$ cat src/rtl/stack_mask_sequencer.sv
// Walks a push/pop register mask and issues one stack bus request per set bit,
// lowest-first for pushes and highest-first for pops, while tracking the stack pointer.
module stack_mask_sequencer #(
    parameter int MASK_W     = 16,
    parameter int ADDR_W     = 16,
    parameter int WORD_BYTES = 2,
    parameter int IDX_W      = $clog2(MASK_W)
) (
    input  logic              clk,
    input  logic              reset_n,
    input  logic              start,
    input  logic              is_pop,
    input  logic [MASK_W-1:0] mask,
    input  logic [ADDR_W-1:0] sp_in,
    input  logic              abort,
    output logic              busy,
    output logic              req_valid,
    input  logic              req_ready,
    output logic [IDX_W-1:0]  req_index,
    output logic [ADDR_W-1:0] req_addr,
    output logic              req_write,
    output logic              done,
    output logic [ADDR_W-1:0] sp_out
);

    localparam logic [ADDR_W-1:0] STEP = ADDR_W'(WORD_BYTES);

    typedef enum logic [1:0] {IDLE, RUN, DONE} state_t;

    state_t            state, state_next;
    logic [MASK_W-1:0] remaining, remaining_next;
    logic [ADDR_W-1:0] sp, sp_next;
    logic [ADDR_W-1:0] sp_out_q, sp_out_next;
    logic              mode, mode_next;
    logic [IDX_W-1:0]  low_idx, high_idx, sel_idx;
    logic              run, handshake;

    // Priority encoders over the registered mask; the later assignment wins.
    always_comb begin
        low_idx  = '0;
        high_idx = '0;
        for (int i = MASK_W - 1; i >= 0; i--) begin
            if (remaining[i]) low_idx = IDX_W'(i);
        end
        for (int i = 0; i < MASK_W; i++) begin
            if (remaining[i]) high_idx = IDX_W'(i);
        end
    end

    assign sel_idx   = mode ? high_idx : low_idx;
    assign run       = (state == RUN);
    assign handshake = run && req_ready;

    always_comb begin
        state_next     = state;
        remaining_next = remaining;
        sp_next        = sp;
        sp_out_next    = sp_out_q;
        mode_next      = mode;
        case (state)
            IDLE: begin
                if (start) begin
                    remaining_next = mask;
                    sp_next        = sp_in;
                    mode_next      = is_pop;
                    if (mask == '0) begin
                        state_next  = DONE;
                        sp_out_next = sp_in;
                    end else begin
                        state_next = RUN;
                    end
                end
            end
            RUN: begin
                if (handshake) begin
                    remaining_next = remaining & ~(MASK_W'(1) << sel_idx);
                    sp_next        = mode ? (sp + STEP) : (sp - STEP);
                    if (remaining_next == '0) begin
                        state_next  = DONE;
                        sp_out_next = sp_next;
                    end
                end
            end
            DONE: state_next = IDLE;
            default: state_next = IDLE;
        endcase
        // Abort drops everything, including a start seen in the same cycle.
        if (abort) begin
            state_next     = IDLE;
            remaining_next = '0;
            sp_next        = sp;
            mode_next      = mode;
            sp_out_next    = sp_out_q;
        end
    end

    always_ff @(posedge clk or negedge reset_n) begin
        if (!reset_n) begin
            state     <= IDLE;
            remaining <= '0;
            sp        <= '0;
            sp_out_q  <= '0;
            mode      <= 1'b0;
        end else begin
            state     <= state_next;
            remaining <= remaining_next;
            sp        <= sp_next;
            sp_out_q  <= sp_out_next;
            mode      <= mode_next;
        end
    end

    // Request outputs decode only registered state and read as zero outside RUN.
    assign busy      = run;
    assign req_valid = run;
    assign req_write = run && !mode;
    assign req_index = run ? sel_idx : '0;
    assign req_addr  = run ? (mode ? sp : (sp - STEP)) : '0;
    assign done      = (state == DONE);
    assign sp_out    = sp_out_q;

endmodule

$ cat config.mk
export PLATFORM = sky130hd
export DESIGN_NAME = stack_mask_sequencer
export DESIGN_NICKNAME = d
export VERILOG_FILES = /design/src/rtl/stack_mask_sequencer.sv
export SDC_FILE = /design/constraint.sdc
export NUM_CORES = 1
export LEC_CHECK = 0
export ABC_AREA = 1
export BUFFER_PORTS_ARGS = -buffer_cell sky130_fd_sc_hd__buf_2
export CAP_MARGIN = 20
export CORE_UTILIZATION = 48
export DETAILED_ROUTE_END_ITERATION = 12
export PLACE_DENSITY = 0.76
export SLEW_MARGIN = 20
export SYNTH_ARGS = -nofsm -noshare
export SYNTH_HDL_FRONTEND = slang
export SYNTH_SLANG_ARGS = --single-unit
$ cat constraint.sdc
create_clock -name clk -period 4.45 [get_ports clk]
set_input_delay 0.2225 -clock clk [delete_from_list [all_inputs] [get_ports clk]]
set_output_delay 0.2225 -clock clk [all_outputs]
set_load 0.02 [all_outputs]
==> results.md, run 1 <==
- The CTS tree is built.
- The clock net in this run drives a total of 51 sinks.
- The share of synthesized area in the top cell type comes to 0.3438.
- For this configuration, the core starts out at a cell density of 0.5037.
- The buffers inserted during post-CTS setup optimization is 0.
- Synthesis produced a netlist with a net count of ~610.
- At the later pin of the worst-skew pair, clock insertion delay measures roughly 0.31 ns.
- Across the VDD grid, the largest voltage drop is between 0.3 and 0.4 mV.
- In this run the static leakage power is 2.193 nW.
- The count of placed standard cells including taps is roughly 720.
- The clock tree root driver cell is clkbuf_8.
- The detailed router finished its first iteration with approximately 420 violations.
- The number of hold-slack violations in the final timing report is 0.
- Of all nets on the critical path, the largest fanout is 18.
- The total power after layout is approximately 3.6 mW.
- The number of buffers on the longest clock path is 2.
- The number of max-slew violations in the final report is 0.
- The number of antenna violations at the first check in global routing is 0.
- The most frequent cell on the critical path is nand2_1.
- After clock tree synthesis, the clock-pin slew on the worst setup and hold paths is 0.11 ns.
- The first global-routing pass estimated roughly 17 mm of wire.
- In this run the tool buffered the top-level ports with 77 buffer cells.
- The count of placed standard cells in the final layout, fillers left out is between 700 and 800.
- The biggest area contributor in the post-synthesis netlist is dfrtp_1.
- Averaged over all synthesized cells, the footprint is between 6 and 7 sq um.
- The kind of capture point of the worst setup path is a flop.
- Of all flip-flops after synthesis, the portion carrying an async set or reset was 1.000.
- The die is ~90 um wide.
- In the post-synthesis netlist, the biggest area contributors are dfrtp_1 34%, nand2_1 15%, o21ai_0 7.5%.
- Traced cell by cell, the critical path runs through nor2_1, nand2_1, nand2_1, nand2_1, nand2_1, nand2_1, nand2_1, nand2_2, a22oi_4, inv_4, nor2_4, nand3_1, nand2_1, nand2_1, nor2_2, nand2_2, o21ai_4, nand2_4, nand2_1, nand2_1.
- Summed over all layers, the global routing overflow is 0.
- The number of antenna diodes in the final layout is 0.
- The combined global-route utilization of all metal layers is 0.2638.
- Setup violations remaining at the end of the flow were counted as 0.
- The die is approximately 90 um tall.
- The count of cells resized by post-cts repair is 0.
- 78 I/O pins were placed.
- The synthesized design contains 0 enable-type register cells.
- By startpoint and endpoint, the worst setup path is classified as flop to flop.
- The number of maximum-capacitance constraint violations is 0.
- Timing would allow up to between 300 and 400 MHz.
- Adding up every negative setup slack in the final design gives 0 ns.
- The number of different library cells in the post-synthesis netlist is 41.
- Summing over every cut layer, the via total after detailed routing is around 4000.
- The part of the cycle the worst path needs is 0.6785.
- In the final layout, the share of cells above drive strength 1 is 0.1949.
- The synthesized instance count is approximately 560.
- The final hold slack is ~0.013 ns.
- In the routed layout, each cell is associated on average with a via count of between 5 and 6.
- The pin count of the biggest net entering global routing is 52.
- For this run, the slowest stage of the critical path takes between 0.4 and 0.5 ns.
- The layout overhead on the synthesized area is 15.17%.
- The count of nets left with antenna violations once routing finished came out at 0.
- The H-tree was split into 2 levels.
- The core area is around 7400 sq um.
- The floorplan step defined a die boundary enclosing just over 8000 sq um.
- The combined area of all synthesized cells is about 3700 sq um.
- The power per unit of standard cell area is around 840 nW/um^2.
- Data on the critical path is required at its endpoint by 4.66 ns.
- Counting instances in the post-synthesis netlist gives the leading cell types as 152 x nand2_1, 59 x nor2_1, 56 x o21ai_0.
- The number of global-route vias before repair is about 3600.
- The startpoint class of the critical path is a flop.
- The final setup skew is ~0.014 ns.
- The worst slew margin relative to its limit is 0.5293.
- The worst min-delay path class is primary input to asynchronous set/reset pin.
- In the routed design, unresolved DRC markers number 0.
- Data arrives at the worst endpoint at about 3.2 ns.
- Among all flip-flop cells after synthesis, the most frequent one is dfrtp_1.
- The congestion estimate from routability-driven global placement came to around 0.9.
- The slowest cell on the critical path is dfrtp_1.
- The utilization of the core after routing is 0.5801.
- The measured slew at the worst slew-check pin is around 0.7 ns.
- Of the synthesized area, sequential elements account for 0.3438.
- The total number of yosys warnings is 0.
- The most frequent cell after synthesis is nand2_1.
- Counting I/O delays and the setup requirement, the final critical path takes between 3 and 4 ns.
- The HPWL after detailed placement is ~7.6 mm.
- Buffers inserted during clock tree synthesis total 5.
- For this run, the detailed router's first-pass iteration total came to 5.
- The run finished with clean final reports.
- Hold repair after CTS inserted 0 buffers.
- The post-detailed-routing wire length is a little over 10 mm.
- After floorplanning, the core was divided into 31 placement rows.
- Setup repair after global routing left no endpoint under its margin.
- In the final design database the tool counted about 670 nets.
- The average wire per cell in the routed design is 14.20 um.
- The synthesized design contains 51 register bits.
-- report_power, final --
part | switching, mW | internal (mW)
Clock | 0.166 | 0.168
Combinational | 1.69 | 0.727
Sequential | 0.189 | 0.665
Total | 2.04 | 1.56
-- worst paths after layout --
path,from,to,slack [ns],cells past startpoint
hold / removal,reset_n,sp[4],0.01,2
setup / recovery,remaining[12],sp_out[3],1.43,20
hold reg to reg,sp_out[9],sp_out[9],0.47,2
max in group asynchronous,reset_n,sp[15],3.96,2
setup reg to reg,remaining[12],sp_out[3],1.43,20
min in group clk,mask[5],remaining[5],0.20,3
-- routing by layer --
| layer | global-route usage | routed length (um) | vias up |
|---|---|---|---|
| li1 | - | - | 2008 |
| met1 | 0.3919 | 4991 | 1810 |
| met2 | 0.4090 | 4533 | 175 |
| met3 | 0.03299 | 751 | 8 |
| met4 | 0.06317 | 89 | 0 |
| met5 | 0 | 0 | - |
-- stage by stage --
stage               instance area [sq um]  setup WS, ns
floorplan                            3712         1.976
global placement                     4163         1.521
detailed placement                   4163         1.466
CTS                                  4275         1.448
global route                         4275         1.094
finish                               4275         1.431
-- sequential cells by signal, summed over array words and instances, names as in the netlist --
| name | flops |
|---|---|
| state | 2 |
| sp_out | 16 |
| mode | 1 |
| sp | 16 |
| remaining | 16 |
-- cell type report --
type | instances | area (sq um)
fill | 763 | 3094
multi-input combinational | 430 | 2098
sequential | 51 | 1276
timing repair buffer | 82 | 422.9
inverter | 60 | 241.5
tap | 99 | 123.9
clock buffer | 5 | 68.82
clock inverter | 3 | 43.79
-- cell families (layout without fill, tap and decap cells) --
group	after synthesis	count (layout)	share of synthesized area
flops	51	51	0.3438
xor+xnor	3	3	0.007079
simple gates	282	282	0.3283
buf+inv	83	150	0.09370
fa+ha+maj	4	4	0.01348
compound gates	141	141	0.2137
-- critical path, delay by kind of cell, from the launching register on --
kind                   cells  cell delay [ns]
buffers and inverters      1             0.10
AO/OA/AOI/OAI              2             0.63
flip-flops                 1             0.42
AND/OR/NAND/NOR           17             1.78
-- placed cells by master (no fill, tap or decap), types with 2 or more instances in the layout --
| master | n |
|---|---|
| nand2_1 | 152 |
| buf_2 | 77 |
| nor2_1 | 57 |
| o21ai_0 | 56 |
| dfrtp_1 | 51 |
| inv_1 | 50 |
| a21oi_1 | 47 |
| nand3_1 | 37 |
| a31oi_1 | 13 |
| o22ai_1 | 13 |
| nand4_1 | 9 |
| inv_2 | 7 |
| nand2_2 | 5 |
| nor2_2 | 5 |
| clkbuf_8 | 5 |
| buf_4 | 5 |
| nor3_1 | 4 |
| ha_1 | 4 |
| nor2_4 | 3 |
| nor4_1 | 3 |
| nand2_4 | 3 |
| o21ai_1 | 2 |
| xor2_1 | 2 |
| nand3_2 | 2 |
| o211ai_1 | 2 |
(Power assumes the default switching activity.)
==> run 2: changes to the inputs <==
--- a/config.mk
+++ b/config.mk
@@ -10,7 +10,7 @@
 export CAP_MARGIN = 20
 export CORE_UTILIZATION = 48
 export DETAILED_ROUTE_END_ITERATION = 12
-export PLACE_DENSITY = 0.76
+export PLACE_DENSITY = 0.79
 export SLEW_MARGIN = 20
 export SYNTH_ARGS = -nofsm -noshare
 export SYNTH_HDL_FRONTEND = slang
==> constraint.sdc (replaced) <==
create_clock -name clk -period 2.65 [get_ports clk]
set_input_delay 0.1325 -clock clk [delete_from_list [all_inputs] [get_ports clk]]
set_output_delay 0.1325 -clock clk [all_outputs]
set_load 0.02 [all_outputs]
==> run 2 against run 1 <==
  * The flow now finishes with violations (negative setup slack)
  * Core utilization is 5.8 points higher
  * Sequential power increased by 74%
  * Power up 91%
  * Cell area grew 10%
  * Setup slack lost 1.6 ns
==> results.md, run 2 (synthesis results as in run 1) <==
- The layout overhead on the synthesized area is 26.76%.
- The peak supply drop is 0.7025 mV (+85%).
- The count of TritonRoute iterations in the first routing pass is 5 (unchanged).
- The combined global-route utilization of all metal layers is 0.2828 (+0.01896).
- STA classifies the critical path startpoint as a flop.
- The switching power was 3.874 mW (+90%).
- The number of antenna violations at the first check in global routing is 0 (unchanged).
- The total number of H-tree levels is 2 (unchanged).
- The height of the chip was 89.95 um (unchanged).
- The via count of the routed design is 4269 (+6.7%).
- The clock transition at the registers of the reported paths is 0.11 ns (about the same).
- The post-detailed-routing wire length is 11.49 mm (+11%).
- The area of placed instances is 4245 sq um (+2.0%).
- The utilization of the core after routing is 0.6385 (+0.05840).
- The latest clock arrival within the worst-skew pair was 0.32 ns (about the same).
- The part of the total power dissipated in sequential elements was 0.215 (-0.022).
- The number of buffers added on ports is 77 (unchanged).
- The delay of the slowest critical-path stage is 0.39 ns (-0.03 ns).
- The static leakage is 2.359 nW (+7.6%).
- In the layout the commonest cells are 132 x nand2_1, 76 x buf_2, 55 x nor2_1, 55 x o21ai_0, 50 x dfrtp_1.
- The number of hold-slack violations in the final timing report is 0 (unchanged).
- The initial cell density of the core is 0.5037 (unchanged).
- The number of buffers inserted during clock tree synthesis is 5 (unchanged).
- The worst slew margin relative to its limit is 0.5665 (+0.03722).
- The number of maximum-capacitance constraint violations is 0 (unchanged).
- The internal power is 3.000 mW (+92%).
- The share of layout cells above drive strength 1 was 0.2859 (+0.09100).
- The most frequent cell on the critical path is nand2_1.
- The final setup skew is 0.01138 ns (-0.002181 ns).
- The final HPWL from detailed placement is 7.730 mm (+2.2%).
- The switching share of power was 0.5636 (-0.003328).
- The number of vias per cell after detailed routing is 5.617 (+2.5%).
- The measured slew at the worst slew-check pin was 0.6465 ns (-0.05550 ns).
- STA classifies the critical path endpoint as a flop.
- The number of max-slew violations in the final report came to 0 (unchanged).
- The width of the chip is 89.95 um (unchanged).
- The path class of the tightest hold or removal check is primary input to flop.
- The average wire per cell in the routed design was 15.12 um (+6.5%).
- The part of the total power dissipated in the clock network is 0.071 (-0.022).
- The critical path data required time is 2.86 ns (-1.80 ns).
- The combinational power share is 0.713 (+0.043).
- The number of nets with antenna violations after detailed routing came to 0 (unchanged).
- The number of cell rows was 31 (unchanged).
- The core area is 7370 sq um (unchanged).
- The number of buffers on the longest clock path is 2 (unchanged).
- The full die area was 8090 sq um (unchanged).
- The number of filler instances in the final layout came to 681 (-11%).
- The number of global-route vias before repair is 3858 (+6.3%).
- The CTS tree is built.
- The biggest fanout along the worst timing path is 6 (-12).
- The achievable clock frequency is 355.9 MHz (+7.5%).
- The number of diodes added for antenna fixing is 0 (unchanged).
- The pre-CTS worst setup slack is -0.04188 ns (-1.508 ns).
- The flow ran to the end, but the final reports show violations.
- The setup path with the least slack is of type flop to flop.
- The remaining design rule violation count is 0 (unchanged).
- The part of the cycle the worst path needs came to 1.060 (+0.3818).
- The power per unit of standard cell area is 1461 nW/um^2 (+73%).
- The number of failing setup endpoints in the final timing report came to 18 (+18).
- The number of top-level pins is 78 (unchanged).
- The time the final worst path needs with I/O delays and setup is 2.810 ns (-0.2097 ns).
- The final hold slack came to 0.09098 ns (+0.07766 ns).
- The wire length of the first global-routing pass is 18.69 mm (+7.2%).
- The violation count after the first detailed-routing iteration came to 376 (-11%).
- The cell area after layout is 4706 sq um (+10%).
- The pin count of the biggest net entering global routing was 50 (-3.8%).
- The global placer's final weighted congestion is 0.8962 (+1.4%).
- The number of nets in the finished design came to 702 (+4.5%).
- The clock tree root driver cell is clkbuf_8.
- The critical path data arrival time is 3.02 ns (-0.20 ns).
- The clock net sink count is 51 (unchanged).
- The most common cell after layout, fill and taps aside is nand2_1.
- The slowest stage of the critical path belongs to the cell dfrtp_1.
- The total congestion overflow is 0 (unchanged).
- The total power after layout is 6.874 mW (+91%).
- The final critical-path setup slack is -0.1597 ns (-1.590 ns).
- Setup repair after global routing could not meet its margin everywhere.
- The final reports fail on negative setup slack.
run 2: cell types whose count changed in the layout (fill, tap and decap cells not counted), moves of 3 or more:
cell | before | now
nand3_2 | 2 | 8
nand3_1 | 37 | 31
nand2_8 | 0 | 3
nand2_2 | 5 | 21
inv_1 | 50 | 46
inv_2 | 7 | 11
buf_4 | 5 | 28
nand2_4 | 3 | 7
nand2_1 | 152 | 132
run 2: path summary, 6_finish.rpt:
check,startpoint,endpoint,slack (ns),cells after the start
min,is_pop,mode,0.09,3
min in group asynchronous,reset_n,remaining[6],0.31,2
max,remaining[14],sp_out[15],-0.16,28
max reg2reg,remaining[14],sp_out[15],-0.16,28
max in group asynchronous,reset_n,sp_out[9],1.54,3
min reg2reg,sp_out[8],sp_out[8],0.48,2
run 2: final cells by class:
type | count | area, sq um | share of cell area
Clock buffer | 5 | 68.82 | 0.01462
Clock inverter | 3 | 26.28 | 0.005584
Inverter | 60 | 241.5 | 0.05132
Multi-Input combinational cell | 433 | 2310 | 0.4908
Sequential cell | 51 | 1277 | 0.2715
Tap cell | 99 | 123.9 | 0.02632
Timing Repair Buffer | 109 | 658.1 | 0.1399
run 2: power by group through the flow:
| stage | Sequential (mW) | Combinational [mW] | Clock (mW) |
|---|---|---|---|
| 2_1_floorplan | 1.51 | 2.94 | 0 |
| 3_3_place_gp | 1.43 | 4.08 | 0 |
| 3_5_place_dp | 1.44 | 4.16 | 0 |
| 4_1_cts | 1.42 | 4.48 | 0.496 |
| 5_1_grt | 1.52 | 5.36 | 0.523 |
| 6_report | 1.48 | 4.90 | 0.490 |
run 2: metal layers:
metal | share of wire | track usage | up-vias
li1 | - | - | 2071
met4 | 0.015 | 0.07796 | 0
met3 | 0.057 | 0.03046 | 20
met2 | 0.47 | 0.4538 | 169
met5 | 0 | 0 | -
met1 | 0.46 | 0.4063 | 2009
run 2: metrics by stage:
step / TNS, ns / cells
2_1_floorplan: 0 / 564
3_3_place_gp: -0.01387 / 733
3_5_place_dp: -0.2766 / 733
4_1_cts: -0.002388 / 754
5_1_grt: -6.212 / 760
6_report: -2.438 / 760
run 2: repair_timing:
item / in CTS / in global routing
pin swaps: 7 / 30
hold endpoints to repair: 20 / 0
buffers inserted: 8 / 5
setup endpoints to repair: 17 / 24
cloned: 4 / 1
hold buffers: 1 / 0
resized for setup: 9 / 47
run 2: worst max-delay path, delay by kind of cell (launching register included):
family	cells	cell delay (ns)
AOI/OAI and AO/OA	1	0.17
and+or+nand+nor	25	1.92
DFF	1	0.39
buffers and inverters	2	0.23
